## config.mk

```make
export PLATFORM = sky130hd
export DESIGN_NAME = frodo_seq_ctrl
export DESIGN_NICKNAME = d
export VERILOG_FILES = /design/src/rtl/frodo_seq_pkg.sv /design/src/rtl/frodo_seq_wdog.sv /design/src/rtl/frodo_seq_ctrl.sv
export SDC_FILE = /design/constraint.sdc
export NUM_CORES = 1
export LEC_CHECK = 0
export CORE_MARGIN = 3
export CORE_UTILIZATION = 53
export DETAILED_ROUTE_END_ITERATION = 16
export GPL_TIMING_DRIVEN = 1
export PLACE_DENSITY = 0.85
export SYNTH_ARGS = -nofsm -noshare
export SYNTH_HDL_FRONTEND = slang
export SYNTH_SLANG_ARGS = --single-unit
export TNS_END_PERCENT = 100
```

## constraint.sdc

```tcl
create_clock -name clk -period 3.6 [get_ports clk]
set_input_delay 0.36 -clock clk [delete_from_list [all_inputs] [get_ports clk]]
set_output_delay 0.36 -clock clk [all_outputs]
set_load 0.02 [all_outputs]
```

## src/rtl/frodo_seq_pkg.sv

```systemverilog
// Shared state encoding, mode constants and packed-table slicing helpers for the Frodo instruction sequencer.
package frodo_seq_pkg;

  typedef enum logic [2:0] {
    S_IDLE   = 3'd0,
    S_START  = 3'd1,
    S_IF     = 3'd2,
    S_EX     = 3'd3,
    S_FINISH = 3'd4
  } state_t;

  localparam logic [1:0] MODE_KEYGEN = 2'd0;
  localparam logic [1:0] MODE_ENCAP  = 2'd1;
  localparam logic [1:0] MODE_DECAP  = 2'd2;

  localparam int TBL_MAX_W = 256;
  localparam int PC_MAX_W  = 32;

  // Field idx of width w from a packed table, entry 0 in the LSBs.
  function automatic logic [PC_MAX_W-1:0] tbl_slice(input logic [TBL_MAX_W-1:0] tbl,
                                                    input int idx, input int w);
    logic [TBL_MAX_W-1:0] sh;
    logic [PC_MAX_W:0]    mask;
    sh   = tbl >> (idx * w);
    mask = ((PC_MAX_W+1)'(1) << w) - (PC_MAX_W+1)'(1);
    return sh[PC_MAX_W-1:0] & mask[PC_MAX_W-1:0];
  endfunction

  function automatic logic [PC_MAX_W-1:0] entry_of(input logic [TBL_MAX_W-1:0] tbl,
                                                   input int mode, input int w);
    return tbl_slice(tbl, mode, w);
  endfunction

  function automatic logic [PC_MAX_W-1:0] last_of(input logic [TBL_MAX_W-1:0] tbl,
                                                  input int mode, input int w);
    return tbl_slice(tbl, mode, w);
  endfunction

endpackage

```

## src/rtl/frodo_seq_wdog.sv

```systemverilog
// EX-state watchdog: cleared on EX entry, counts EX cycles without inst_done,
// o_exp flags the cycle in which the counter reaches all-ones.
module frodo_seq_wdog #(
  parameter int W = 12
) (
  input  logic clk,
  input  logic rstn,
  input  logic i_clr,
  input  logic i_inc,
  output logic o_exp
);

  logic [W-1:0] r_cnt;

  always_ff @(posedge clk or negedge rstn) begin
    if (!rstn) begin
      r_cnt <= '0;
    end else if (i_clr) begin
      r_cnt <= '0;
    end else if (i_inc) begin
      r_cnt <= r_cnt + W'(1);
    end
  end

  assign o_exp = i_inc && (r_cnt == {{(W-1){1'b1}}, 1'b0});

endmodule

```

## src/rtl/frodo_seq_ctrl.sv

```systemverilog
// Frodo KEM instruction sequencer: runs the per-mode PC range entry..last, one fetch per instruction, gated by inst_done.
// Optional EX watchdog enabled by defining FRODO_SEQ_WDOG_EN.
module frodo_seq_ctrl
  import frodo_seq_pkg::*;
#(
  parameter int PC_W   = 8,
  parameter int MODE_W = 2,
  parameter logic [(2**MODE_W)*PC_W-1:0] PC_ENTRY = {8'd255, 8'd16, 8'd8, 8'd0},
  parameter logic [(2**MODE_W)*PC_W-1:0] PC_LAST  = {8'd0, 8'd27, 8'd15, 8'd4},
  parameter int WDOG_W = 12
) (
  input  logic              clk,
  input  logic              rstn,
  input  logic [1:0]        level,
  input  logic [MODE_W-1:0] mode,
  input  logic              start,
  input  logic              abort,
  input  logic              inst_done,
  output logic              inst_valid,
  output logic [PC_W-1:0]   pc,
  output logic [1:0]        level_reg,
  output logic              busy,
  output logic              valid,
  output logic              err
);

  state_t            r_state;
  logic [MODE_W-1:0] r_mode;
  logic              r_start;
  logic [PC_W-1:0]   r_pc;
  logic [1:0]        r_level;
  logic              r_inst_valid;
  logic              r_valid;
  logic              r_err;

  logic              w_start_pos;
  logic [PC_W-1:0]   w_entry;
  logic [PC_W-1:0]   w_last;
  logic              w_wdog_exp;

  assign w_start_pos = start & ~r_start;
  assign w_entry     = PC_W'(entry_of(TBL_MAX_W'(PC_ENTRY), int'(r_mode), PC_W));
  assign w_last      = PC_W'(last_of(TBL_MAX_W'(PC_LAST), int'(r_mode), PC_W));

`ifdef FRODO_SEQ_WDOG_EN
  frodo_seq_wdog #(.W(WDOG_W)) u_wdog (
    .clk   (clk),
    .rstn  (rstn),
    .i_clr (r_state == S_IF),
    .i_inc ((r_state == S_EX) && !inst_done),
    .o_exp (w_wdog_exp)
  );
`else
  // Watchdog absent: expiry can never fire and EX waits indefinitely.
  assign w_wdog_exp = &{WDOG_W{1'b0}};
`endif

  always_ff @(posedge clk or negedge rstn) begin
    if (!rstn) begin
      r_state      <= S_IDLE;
      r_mode       <= '0;
      r_start      <= 1'b0;
      r_pc         <= '0;
      r_level      <= '0;
      r_inst_valid <= 1'b0;
      r_valid      <= 1'b0;
      r_err        <= 1'b0;
    end else begin
      r_start      <= start;
      r_inst_valid <= 1'b0;
      r_valid      <= 1'b0;
      r_err        <= 1'b0;
      // Abort pre-empts every transition, including completion, and raises no status pulse.
      if (abort && (r_state != S_IDLE)) begin
        r_state <= S_IDLE;
        r_pc    <= '0;
      end else begin
        case (r_state)
          S_IDLE: begin
            r_level <= level;
            r_mode  <= mode;
            r_pc    <= '0;
            if (w_start_pos) r_state <= S_START;
          end
          S_START: begin
            if (w_entry > w_last) begin
              r_err   <= 1'b1;
              r_state <= S_IDLE;
            end else begin
              r_pc    <= w_entry;
              r_state <= S_IF;
            end
          end
          S_IF: begin
            r_inst_valid <= 1'b1;
            r_state      <= S_EX;
          end
          S_EX: begin
            if (inst_done) begin
              r_state <= S_FINISH;
            end else if (w_wdog_exp) begin
              r_err   <= 1'b1;
              r_pc    <= '0;
              r_state <= S_IDLE;
            end
          end
          S_FINISH: begin
            if (r_pc == w_last) begin
              r_valid <= 1'b1;
              r_state <= S_IDLE;
            end else begin
              r_pc    <= r_pc + PC_W'(1);
              r_state <= S_IF;
            end
          end
          default: r_state <= S_IDLE;
        endcase
      end
    end
  end

  assign inst_valid = r_inst_valid;
  assign pc         = r_pc;
  assign level_reg  = r_level;
  assign busy       = (r_state != S_IDLE);
  assign valid      = r_valid;
  assign err        = r_err;

endmodule

```

# Yosys cells after proc, flatten, opt, wreduce, memory -nomap -nowiden
# Cells that the tools add are included.
dict set report totals {
  reg_bits 19
  input_bits 9
}
dict set report op_classes {
  addsub 1
  order_cmp 1
  eq_ne 9
  shifts 2
  muxes 18
  n_bitwise 3
  n_reduce_logical 7
}
# operator n
set ops {}
lappend ops {{>> shifter 32 x 5 -> 8 bit (first input constant)} 1}
lappend ops {{2-to-1 mux 8 bit} 3}
lappend ops {{one-hot mux 8 bit (3 select lines)} 1}
lappend ops {{>> shifter 21 x 5 -> 8 bit (first input constant)} 1}
lappend ops {{one-hot mux 3 bit (5 select lines)} 1}
lappend ops {{inequality test 3 bit (second input constant)} 4}
lappend ops {{2-to-1 mux 3 bit} 3}
lappend ops {{adder 8 x 1 -> 8 bit (second input constant)} 1}
lappend ops {{== test 8 bit} 1}
lappend ops {{greater-than comparator 8 bit} 1}
lappend ops {{2-to-1 mux 1 bit} 8}
lappend ops {{== test 3 x 2 -> 1 bit (second input constant)} 2}
lappend ops {{2-to-1 mux 2 bit} 2}
lappend ops {{AND reduction 2 bit} 2}
lappend ops {{nonzero test 4 bit} 1}
lappend ops {{== test 3 x 1 -> 1 bit (second input constant)} 1}
lappend ops {{== test 3 bit (second input constant)} 1}
lappend ops {{logical NOT 3 bit} 1}
lappend ops {{AND reduction 3 bit} 1}
lappend ops {{nonzero test 3 bit} 1}
lappend ops {{NOT 1 bit} 2}
lappend ops {{AND 1 bit} 1}
lappend ops {{logical AND 1 bit} 1}

# Depth between registers and ports, before layout
# Gate-level depths: netlist of run 1.
dict set report depth {
  ltp_word 5
  depth_mapped 7
  ltp_nobuf 7
}

# Worst setup path after synthesis of run 1
# No wires, ideal clock.
dict set report synth_timing {
  path_kind {register to register}
  startpoint {register r_mode[1]}
  endpoint {register r_pc[4] (netlist: pc[4])}
  arrival_time_ns 1.761
  required_ns 3.472
  slack_ns 1.711
  stages_incl_launch_ff 7
  n_path_buf 0
  synth_period_minus_slack_ns 1.889
  cell_sequence {dfrtp_1 -> ha_1 -> or4b_2 -> nand2_1 -> a31o_4 -> or2_4 -> o31ai_1}
}
dict set report synth_via {
  elab_chain_cells 4
  elab_cells_between_ends 10
  classes_between {1 x order compare; 3 x eq/ne; 2 x shift; 3 x mux; 1 x reduce/logical}
}
# element line
set synth_lines {}
lappend synth_lines {{start: declaration} frodo_seq_ctrl.sv:28} ;# logic [MODE_W-1:0] r_mode;
lappend synth_lines {{start signal: assignment} frodo_seq_ctrl.sv:81} ;# r_mode <= mode;
lappend synth_lines {{>> shifter 32 x 5 -> 8 bit / >> shifter 21 x 5 -> 8 bit (equally long branches)} frodo_seq_pkg.sv:24} ;# sh = tbl >> (idx * w);
lappend synth_lines {{greater-than comparator 8 bit (tied with other cells)} frodo_seq_ctrl.sv:86} ;# if (w_entry > w_last) begin
lappend synth_lines {{inequality test 3 bit (no line) / one-hot mux 8 bit (3 select lines) (equally long branches)} --}
lappend synth_lines {{AND reduction 3 bit (no line) / 2-to-1 mux 8 bit (equally long branches)} --}
lappend synth_lines {{end signal: assignment} frodo_seq_ctrl.sv:90} ;# r_pc <= w_entry;
lappend synth_lines {{end signal: assignment} frodo_seq_ctrl.sv:112} ;# r_pc <= r_pc + PC_W'(1);
lappend synth_lines {{end: declaration} frodo_seq_ctrl.sv:30} ;# logic [PC_W-1:0] r_pc;
# Parallel ways exist; a longest one is shown, timed or not. The select of a mux whose other input is x is not followed.
# A chain may end at the register's enable or synchronous reset.

# Worst setup path after layout of run 1
dict set report layout_timing {
  startpoint {register r_state[2]}
  endpoint {output port busy}
}
dict set report layout_via {
  elab_chain_cells 1
}
# element line
set layout_lines {}
lappend layout_lines {{start: declaration} frodo_seq_ctrl.sv:27} ;# state_t r_state;
lappend layout_lines {{start signal: assignment} frodo_seq_ctrl.sv:60} ;# r_state <= S_IDLE;
lappend layout_lines {{start signal: assignment} frodo_seq_ctrl.sv:75} ;# r_state <= S_IDLE;
lappend layout_lines {{start signal: assignment} frodo_seq_ctrl.sv:83} ;# if (w_start_pos) r_state <= S_START;
lappend layout_lines {{nonzero test 3 bit} frodo_seq_ctrl.sv:125} ;# assign busy = (r_state != S_IDLE);
lappend layout_lines {{end: declaration} frodo_seq_ctrl.sv:22} ;# output logic busy,
# No other way between the ends.

==> out/qor.txt, run 1 <==
Critical Path Start Type = flip-flop
Remaining global-route overflow = 0
Normalized max-slew margin = 0.439
Combined area of all synthesized cells = 1070 um^2
Number of nets in the layout = 154
Endpoints failing setup = 0
Number of synthesized register bits = 19
Global Route Usage Sum = 0.213
Clock network latency to the later pin of the worst-skew pair = 0.29 ns
Hold buffers post-CTS = 0
Post-Synth Simple-Gate Area = 0.250
Unrepaired setup endpoints after global routing = false
Flip-flop count of the largest register, all copies and words added = 8
Sum Neg Setup Slack = 0 ns
Last weighted congestion value of the routability-driven placer = 0.867
Most frequent cell after synthesis = sky130_fd_sc_hd__dfrtp_1
Largest net degree at the start of global routing = 20
Startpoint of the worst register-to-register path = r_mode[1]
Lkg Pwr = 0.608 nW
DRT Pass-1 Iters = 5
Clock buffer count from CTS = 3
Endpoint of the worst-slack reg-to-reg timing path = pc[4]
Library cell with the largest summed area after synthesis = sky130_fd_sc_hd__dfrtp_1
FP Rows = 15
Average footprint of a synthesized cell = 8.97 um^2
Antenna-violating nets left = 0
Worst hold margin = 0.491 ns
Crit Path Max Fanout = 11
Post-CTS clock slew at the launch and capture registers of the worst setup and hold paths = 0.10 ns
Xor/xnor share of the synthesized area = 0.0246
Final Hold Vio Count = 0
Drt first-iter violations = 24
PortBufs = 22
Initial antenna violation count = 0
Per-cell routed wire length = 14.6 um
Horizontal extent of the die = 50.9 um
Area delta synth->final = 23.3%
Dominant cells by area after synthesis = sky130_fd_sc_hd__dfrtp_1, sky130_fd_sc_hd__nand2_1, sky130_fd_sc_hd__nor2_1
Layout Skew = 0.00894 ns
First-pass GRT wire length = 4170 um
Setup crit start = r_state[2]
Required time at the worst-slack endpoint = 3.24 ns
Maximum Capacitance Violations = 0
Net count after synthesis = 132
Core Box Area = 1820 um^2
Number of distinct standard cells referenced by the synthesized netlist = 35
Total power after layout = 0.813 mW
Post-CTS setup repair buffer count = 0
Number of cells on the worst reg-to-reg path = 6
Placed standard-cell area = 1290 um^2
Min Tclk post-route = 2.19 ns
Post-detailed-placement half-perimeter wirelength = 1760 um
HP Class = reg2reg
Count of mapped cells out of synthesis = 119
Startpoint-to-endpoint class of the critical path = reg2out
Root buffer cell = sky130_fd_sc_hd__clkbuf_4
Proportion of netlist area held by the largest area contributor = 0.445
Fraction of final layout cells sized beyond drive strength 1 = 0.0643
Number of H-tree branching levels = 1
CTS Buffer Depth = 2
Share of synthesized area spent on multiplexers = 0
Vert. Die Dim = 50.9 um
ANT cells = 0
Share of async-settable or async-resettable flops after synthesis = 1.00
Transition time at the pin with the least slew margin = 0.838 ns
Outcome = complete, no violations
Starting density of the core = 0.586
Register-to-register setup slack = 1.50 ns
Highest clock frequency the design can meet = 0.456 GHz
Largest family of logic cells by synthesized area = simple AND/OR/NAND/NOR gates
Number of pins exceeding their max-slew limit in the final report = 0
Synthesized-area fraction occupied by adder cells = 0.0469
Proportion of synthesized chip area in sequential cells = 0.445
Critical path arrival = 1.83 ns
Most instantiated cells after synthesis = sky130_fd_sc_hd__dfrtp_1, sky130_fd_sc_hd__nand2_1, sky130_fd_sc_hd__nor2_1
Ratio of routed vias to standard cells = 5.70
WL final = 2410 um
Count of yosys warnings during synthesis = 0
Num ports = 23
End-of-flow core utilization = 0.723
Complex-gate fraction of the synthesized area = 0.184
Final Cycle Share = 0.609
Number of clock sinks = 19
Clock tree from TritonCTS = built
Dominant register cell in the synthesized netlist = sky130_fd_sc_hd__dfrtp_1
Worst VDD drop = 479 uV
Finished Cell Area = 1320 um^2
Post-route DRC = 0
Power density over cell area = 618 nW/um^2
Number of flops mapped to enable cells by yosys = 0
Via count of the first global-routing pass = 897
Type of element capturing the critical path = output port
Number of resized instances in the post-cts repair step = 0
Die ar. = 2590 um^2
Total number of vias = 940
Capturing instance or port of the critical path = busy
[per-layer routing]
metal  GRT usage  wire length [um]
met3      0.0321               125
met1       0.290              1110
met2       0.343              1140
met5           0                 0
met4      0.0807                26
[cell usage in the layout (no fill, tap or decap), drive strengths merged, types with 2 or more instances in the layout]
| cell type | synthesis | layout |
|---|---|---|
| inv | 6 | 6 |
| nor2 | 15 | 15 |
| o21ai | 12 | 12 |
| a31oi | 5 | 5 |
| and2 | 2 | 2 |
| nor2b | 2 | 2 |
| dfrtp | 19 | 19 |
| and3 | 6 | 6 |
| xor2 | 2 | 2 |
| a21oi | 6 | 6 |
| clkbuf | 0 | 3 |
| or4b | 2 | 2 |
| o31ai | 2 | 2 |
| nor3 | 2 | 2 |
| ha | 4 | 4 |
| clkdlybuf4s50 | 0 | 22 |
| nand2 | 16 | 16 |
[through the flow]
step / worst slack, ns / cells
after CTS: 1.38 / 165
after detailed placement: 1.29 / 161
after floorplan: 1.71 / 119
after global routing: 1.28 / 165
final: 1.41 / 165
after global placement: 1.37 / 161
[power breakdown]
| part | internal (mW) | switching [mW] | total, mW |
|---|---|---|---|
| logic | 0.171 | 0.200 | 0.371 |
| registers | 0.260 | 0.0765 | 0.337 |
| clock network | 0.0413 | 0.0642 | 0.106 |
| total | 0.472 | 0.341 | 0.813 |
[worst max-delay path, stage by stage (launching register included)]
cell and delay [ns]:
sky130_fd_sc_hd__dfrtp_1 0.52, sky130_fd_sc_hd__nor3_4 0.32, sky130_fd_sc_hd__inv_1 0.15, sky130_fd_sc_hd__clkdlybuf4s50_1 0.56
[cells by family after synthesis]
group           after synthesis
compound gates               31
buf+inv                      11
xor+xnor                      3
flops                        19
simple gates                 51
fa+ha+maj                     4
[how the worst min path moves through the flow]
stage | start | endpoint | slack, ns | cells after the start
floorplan | rstn | err | 0.06 | 0
CTS | level_reg[1] | level_reg[1] | 0.50 | 2
finish | level_reg[1] | level_reg[1] | 0.49 | 2
global placement | level_reg[1] | level_reg[1] | 0.46 | 2
detailed placement | level_reg[1] | level_reg[1] | 0.47 | 2
global route | level_reg[1] | level_reg[1] | 0.53 | 2
[cell type report]
class,count,area [um^2]
Clock buffer,3,22.5
Sequential cell,19,475
Inverter,6,22.5
Fill cell,153,504
Timing Repair Buffer,22,220
Clock inverter,1,5.00
Multi-Input combinational cell,89,539
Tap cell,25,31.3
Note: power is estimated with default switching activity, not from simulation.
==> run 2, diff against run 1 <==
--- a/config.mk
+++ b/config.mk
@@ -6,10 +6,10 @@
 export NUM_CORES = 1
 export LEC_CHECK = 0
 export CORE_MARGIN = 3
-export CORE_UTILIZATION = 53
+export CORE_UTILIZATION = 49
 export DETAILED_ROUTE_END_ITERATION = 16
 export GPL_TIMING_DRIVEN = 1
-export PLACE_DENSITY = 0.85
+export PLACE_DENSITY = 0.79
 export SYNTH_ARGS = -nofsm -noshare
 export SYNTH_HDL_FRONTEND = slang
 export SYNTH_SLANG_ARGS = --single-unit
==> constraint.sdc (replaced) <==
create_clock -name clk -period 2.2 [get_ports clk]
set_input_delay 0.22 -clock clk [delete_from_list [all_inputs] [get_ports clk]]
set_output_delay 0.22 -clock clk [all_outputs]
set_load 0.02 [all_outputs]
==> run 2 against run 1 <==
  * Non-clock buffer count increased by 3
  * Clock-buffer cell count increased by 1
  * Clock skew decreased by 0.0054 ns
  * Combinational power increased by 64%
  * Worst hold slack got worse by 0.24 ns
  * First-iteration DRC count increased by 33%
  * Setup slack got worse by 1.3 ns
  * Critical path type unchanged
  * Largest cell class unchanged
==> out/qor.txt, run 2 (synthesized netlist as in run 1, its figures left out) <==
Outcome = complete, no violations
Number of pins exceeding their max-slew limit in the final report = 0 (unchanged)
Worst VDD drop = 560 uV (+17%)
Flip-flop count of the largest register, all copies and words added = 8 (unchanged)
Clock tree from TritonCTS = built
Min Tclk post-route = 2.05 ns
Total number of vias = 950 (+1.1%)
ANT cells = 0 (unchanged)
Lkg Pwr = 0.619 nW (+1.8%)
Power density over cell area = 991 nW/um^2 (+60%)
FP Rows = 16 (+1)
Number of clock sinks = 19 (unchanged)
Endpoints failing setup = 0 (unchanged)
Hold buffers post-CTS = 0 (unchanged)
Antenna-violating nets left = 0 (unchanged)
PortBufs = 22 (unchanged)
Number of H-tree branching levels = 1 (unchanged)
Clock network latency to the later pin of the worst-skew pair = 0.29 ns (about the same)
First-pass GRT wire length = 3950 um (-5.3%)
Post-detailed-placement half-perimeter wirelength = 1770 um (+0.43%)
Post-CTS clock slew at the launch and capture registers of the worst setup and hold paths = 0.11 ns (about the same)
Remaining global-route overflow = 0 (unchanged)
Via count of the first global-routing pass = 903 (+0.67%)
Global Route Usage Sum = 0.193 (-0.0196)
Post-route DRC = 0 (unchanged)
End-of-flow core utilization = 0.669 (-0.0536)
Commonest non-fill, non-tap cell in the layout = sky130_fd_sc_hd__clkdlybuf4s50_1
Required time at the worst-slack endpoint = 1.98 ns (-1.26 ns)
Number of resized instances in the post-cts repair step = 0 (unchanged)
Post-CTS setup repair buffer count = 0 (unchanged)
Fill cell count = 180 (+18%)
Largest stage delay, worst path = 0.56 ns (about the same)
Critical Path Start Type = flip-flop
Highest clock frequency the design can meet = 0.489 GHz
Area delta synth->final = 25.6%
Per-cell routed wire length = 13.6 um (-6.8%)
Ratio of routed vias to standard cells = 5.59 (-1.9%)
Critical path arrival = 1.83 ns (about the same)
Sum Neg Setup Slack = 0 ns (unchanged)
Type of element capturing the critical path = output port
Largest net degree at the start of global routing = 20 (unchanged)
Starting density of the core = 0.533 (-0.0531)
Fraction of final layout cells sized beyond drive strength 1 = 0.0769 (+0.0126)
Num ports = 23 (unchanged)
Root buffer cell = sky130_fd_sc_hd__clkbuf_4
Clock buffer count from CTS = 3 (unchanged)
Final Hold Vio Count = 0 (unchanged)
Most frequent cells in the layout = sky130_fd_sc_hd__clkdlybuf4s50_1, sky130_fd_sc_hd__dfrtp_1, sky130_fd_sc_hd__nand2_1, sky130_fd_sc_hd__nor2_1, sky130_fd_sc_hd__o21ai_0
Vert. Die Dim = 52.7 um (+3.5%)
Buf/Inv on CP = 2 (unchanged)
Crit-path cells = nor3_4, inv_1, clkdlybuf4s50_1
Layout Skew = 0.00357 ns (-0.00537 ns)
Cell at the slowest stage of the critical path = sky130_fd_sc_hd__clkdlybuf4s50_1
Core Box Area = 2000 um^2 (+10%)
CTS Buffer Depth = 2 (unchanged)
Final Cycle Share = 0.930
DRT Pass-1 Iters = 4 (-1)
Transition time at the pin with the least slew margin = 0.513 ns (-0.325 ns)
Initial antenna violation count = 0 (unchanged)
Number of nets in the layout = 157 (+1.9%)
Last weighted congestion value of the routability-driven placer = 0.922 (+6.4%)
Maximum Capacitance Violations = 0 (unchanged)
Startpoint-to-endpoint class of the critical path = reg2out
Unrepaired setup endpoints after global routing = false
Crit Path Max Fanout = 11 (unchanged)
Cell family with most CP delay = buffers and inverters
Die ar. = 2770 um^2 (+7.2%)
Horizontal extent of the die = 52.7 um (+3.5%)
Normalized max-slew margin = 0.655 (+0.215)
Drt first-iter violations = 32 (+33%)
WL final = 2310 um (-3.9%)
HP Class = in2async
run 2: cell count changes in the layout (fill, tap and decap cells not counted):
cell,before,now
sky130_fd_sc_hd__clkbuf_1,0,1
sky130_fd_sc_hd__buf_4,0,3
sky130_fd_sc_hd__clkinv_2,1,0
run 2: layout make-up:
cell class / instances / area, um^2 / share of cell area
clock buffers: 4 / 26.3 / 0.0196
flip-flops and latches: 19 / 475 / 0.355
multi-input cells: 89 / 539 / 0.402
repair buffers: 25 / 243 / 0.181
well taps: 27 / 33.8 / 0.0252
inverters: 6 / 22.5 / 0.0168
run 2: routing by layer:
metal | GRT usage | share of wire | vias up | wire (um)
met5 | 0 | 0 | - | 0
met4 | 0.0723 | 0.019 | 0 | 44
li1 | - | - | 464 | -
met1 | 0.241 | 0.45 | 441 | 1040
met3 | 0.0285 | 0.054 | 7 | 124
met2 | 0.333 | 0.48 | 38 | 1100
run 2: path summary, 6_finish.rpt:
check | depth (start not counted) | slack (ns) | startpoint | to
setup / recovery | 3 | 0.15 | r_state[0] | busy
hold / removal | 2 | 0.25 | rstn | pc[7]
setup reg to reg | 6 | 0.16 | r_mode[1] | pc[4]
hold reg to reg | 2 | 0.50 | level_reg[1] | level_reg[1]
max in group asynchronous | 2 | 1.75 | rstn | r_state[0]
min in group clk | 1 | 0.40 | start | r_start
run 2: power by group:
group / internal, mW / leakage (nW) / switching, mW
combinational: 0.282 / 0.352 / 0.325
sequential: 0.426 / 0.252 / 0.121
clock: 0.0704 / 0.0150 / 0.104
total: 0.779 / 0.619 / 0.549
run 2: through the flow:
step           instance area, um^2  worst slack (ns)  hold slack [ns]  power [mW]  std cells
6_report                      1340             0.153            0.250        1.33        170
5_1_grt                       1340            0.0325            0.268        1.43        170
4_1_cts                       1340             0.137            0.259        1.33        170
3_5_place_dp                  1310             0.192            0.469        1.16        166
3_3_place_gp                  1310             0.240            0.463        1.14        166
2_1_floorplan                 1070             0.311          -0.0756       0.943        119
==> run 3, diff against run 2 <==
--- a/config.mk
+++ b/config.mk
@@ -5,7 +5,7 @@
 export SDC_FILE = /design/constraint.sdc
 export NUM_CORES = 1
 export LEC_CHECK = 0
-export CORE_MARGIN = 3
+export CORE_MARGIN = 4
 export CORE_UTILIZATION = 49
 export DETAILED_ROUTE_END_ITERATION = 16
 export GPL_TIMING_DRIVEN = 1
==> run 3 against run 2 <==
  * Critical path depth up 3
  * Register-to-register slack worse by 0.03 ns
  * Via count up 0.32%
  * Critical endpoint is now pc[4]
  * Clock power about the same
  * Global-route usage down 0.99 points
  * Setup slack worse by 0.026 ns
  * Wire length up 0.56%
  * Clock skew down 0.00079 ns
==> out/qor.txt, run 3 (synthesized netlist as in run 1, its figures left out) <==
Outcome = complete, no violations
Finished Cell Area = 1350 um^2 (+0.56%)
Root buffer cell = sky130_fd_sc_hd__clkbuf_4
Required time at the worst-slack endpoint = 2.37 ns (+0.39 ns)
Antenna-violating nets left = 0 (unchanged)
Initial antenna violation count = 0 (unchanged)
Critical Path Start Type = flip-flop
Per-cell routed wire length = 13.6 um (about the same)
Buf/Inv on CP = 0 (-2)
Sw Share = 0.410 (-0.00332)
Endpoints failing setup = 0 (unchanged)
Drt first-iter violations = 29 (-9.4%)
Layout Skew = 0.00277 ns (-0.000794 ns)
Unrepaired setup endpoints after global routing = false
Min Tclk post-route = 2.07 ns (+0.0263 ns)
Startpoint-to-endpoint class of the critical path = reg2reg
Number of pins exceeding their max-slew limit in the final report = 0 (unchanged)
Cell at the slowest stage of the critical path = sky130_fd_sc_hd__or4b_2
Final Hold Vio Count = 0 (unchanged)
Num ports = 23 (unchanged)
Power density over cell area = 991 nW/um^2 (about the same)
Final Cycle Share = 0.942 (+0.0120)
DRT Pass-1 Iters = 4 (unchanged)
Vert. Die Dim = 54.7 um (+3.8%)
Total number of vias = 953 (+0.32%)
Global Route Usage Sum = 0.183 (-0.00986)
Cell Int Power = 0.787 mW (+1.1%)
Sum Neg Setup Slack = 0 ns (unchanged)
Cell family with most CP delay = simple AND/OR/NAND/NOR gates
Placed standard-cell area = 1320 um^2 (+0.57%)
Post-CTS setup repair buffer count = 0 (unchanged)
WL final = 2320 um (+0.56%)
ANT cells = 0 (unchanged)
Fraction of final layout cells sized beyond drive strength 1 = 0.0833 (+0.00641)
Fraction of power consumed by the clock network = 0.129 (-0.002)
Critical path arrival = 2.24 ns (+0.41 ns)
Commonest non-fill, non-tap cell in the layout = sky130_fd_sc_hd__clkdlybuf4s50_1
Maximum Capacitance Violations = 0 (unchanged)
PortBufs = 22 (unchanged)
Number of nets in the layout = 158 (+0.64%)
Combinational share of power = 0.460 (+0.003)
Hold buffers post-CTS = 0 (unchanged)
Clock tree from TritonCTS = built
Type of element capturing the critical path = flip-flop
Sequential share of power = 0.411 (about the same)
Net switching power = 0.548 mW (-0.26%)
Transition time at the pin with the least slew margin = 0.453 ns (-0.0609 ns)
First-pass GRT wire length = 4000 um (+1.4%)
Starting density of the core = 0.528 (-0.00528)
Lkg Pwr = 0.624 nW (+0.83%)
Flip-flop count of the largest register, all copies and words added = 8 (unchanged)
Fill cell count = 162 (-10%)
Worst VDD drop = 722 uV (+29%)
Core Box Area = 2020 um^2 (+1.0%)
Number of resized instances in the post-cts repair step = 0 (unchanged)
Ratio of routed vias to standard cells = 5.57 (-0.27%)
Last weighted congestion value of the routability-driven placer = 0.910 (-1.3%)
Via count of the first global-routing pass = 880 (-2.5%)
Area delta synth->final = 26.3%
Crit-path cells = ha_1, or4b_2, nand2_1, a31o_4, or2_4, o31ai_1
Post-route DRC = 0 (unchanged)
Largest stage delay, worst path = 0.59 ns (+0.03 ns)
Normalized max-slew margin = 0.696 (+0.0410)
Post-detailed-placement half-perimeter wirelength = 1760 um (-0.31%)
Post-CTS clock slew at the launch and capture registers of the worst setup and hold paths = 0.11 ns (about the same)
Largest net degree at the start of global routing = 20 (unchanged)
Crit Path Max Fanout = 9 (-2)
Number of clock sinks = 19 (unchanged)
Clock buffer count from CTS = 3 (unchanged)
Clock network latency to the later pin of the worst-skew pair = 0.28 ns (about the same)
Number of H-tree branching levels = 1 (unchanged)
Most frequent cells in the layout = sky130_fd_sc_hd__clkdlybuf4s50_1, sky130_fd_sc_hd__dfrtp_1, sky130_fd_sc_hd__nand2_1, sky130_fd_sc_hd__nor2_1, sky130_fd_sc_hd__o21ai_0
FP Rows = 16 (unchanged)
Die ar. = 2990 um^2 (+7.7%)
HP Class = in2async
Remaining global-route overflow = 0 (unchanged)
Highest clock frequency the design can meet = 0.482 GHz (-1.3%)
Horizontal extent of the die = 54.7 um (+3.8%)
CTS Buffer Depth = 2 (unchanged)
==> run 3: changes by cell type in the layout (fill, tap and decap cells not counted) <==
cell	change
sky130_fd_sc_hd__buf_4	+1
==> run 3: cell type report <==
type | count | area, um^2 | area share
Multi-Input combinational cell | 89 | 539 | 0.400
Sequential cell | 19 | 475 | 0.353
Tap cell | 27 | 33.8 | 0.0251
Timing Repair Buffer | 26 | 250 | 0.186
Inverter | 6 | 22.5 | 0.0167
Clock buffer | 4 | 26.3 | 0.0195
==> run 3: routing by layer <==
metal | global-route usage | share of wire | wire length, um | up-vias
li1 | - | - | - | 467
met1 | 0.254 | 0.46 | 1060 | 443
met2 | 0.303 | 0.48 | 1110 | 41
met3 | 0.0245 | 0.062 | 145 | 2
met4 | 0.0373 | 0.0043 | 10 | 0
met5 | 0 | 0 | 0 | -
==> run 3: power groups by stage <==
| stage | Sequential (mW) | Combinational (mW) | Clock (mW) |
|---|---|---|---|
| floorplan | 0.558 | 0.384 | 0 |
| global placement | 0.548 | 0.601 | 0 |
| detailed placement | 0.556 | 0.614 | 0 |
| CTS | 0.548 | 0.617 | 0.181 |
| global route | 0.570 | 0.682 | 0.192 |
| finish | 0.549 | 0.614 | 0.172 |
==> run 3: path summary, 6_finish.rpt <==
kind | endpoint | depth (start not counted) | from | slack, ns
max | pc[4] | 6 | r_mode[1] | 0.13
min | err | 2 | rstn | 0.25
max reg2reg | pc[4] | 6 | r_mode[1] | 0.13
min reg2reg | level_reg[0] | 2 | level_reg[0] | 0.49
max in group asynchronous | r_mode[0] | 2 | rstn | 1.75
min in group clk | r_start | 1 | start | 0.40
==> run 3: per-stage QoR <==
step	hold WS (ns)	setup WS, ns	power (mW)	instances	util
3_3_place_gp	0.464	0.244	1.15	167	0.653
6_report	0.255	0.127	1.34	171	0.666
5_1_grt	0.275	0.0267	1.44	171	0.666
4_1_cts	0.260	0.124	1.35	171	0.666
2_1_floorplan	-0.0756	0.311	0.943	119	-
3_5_place_dp	0.471	0.152	1.17	167	0.653
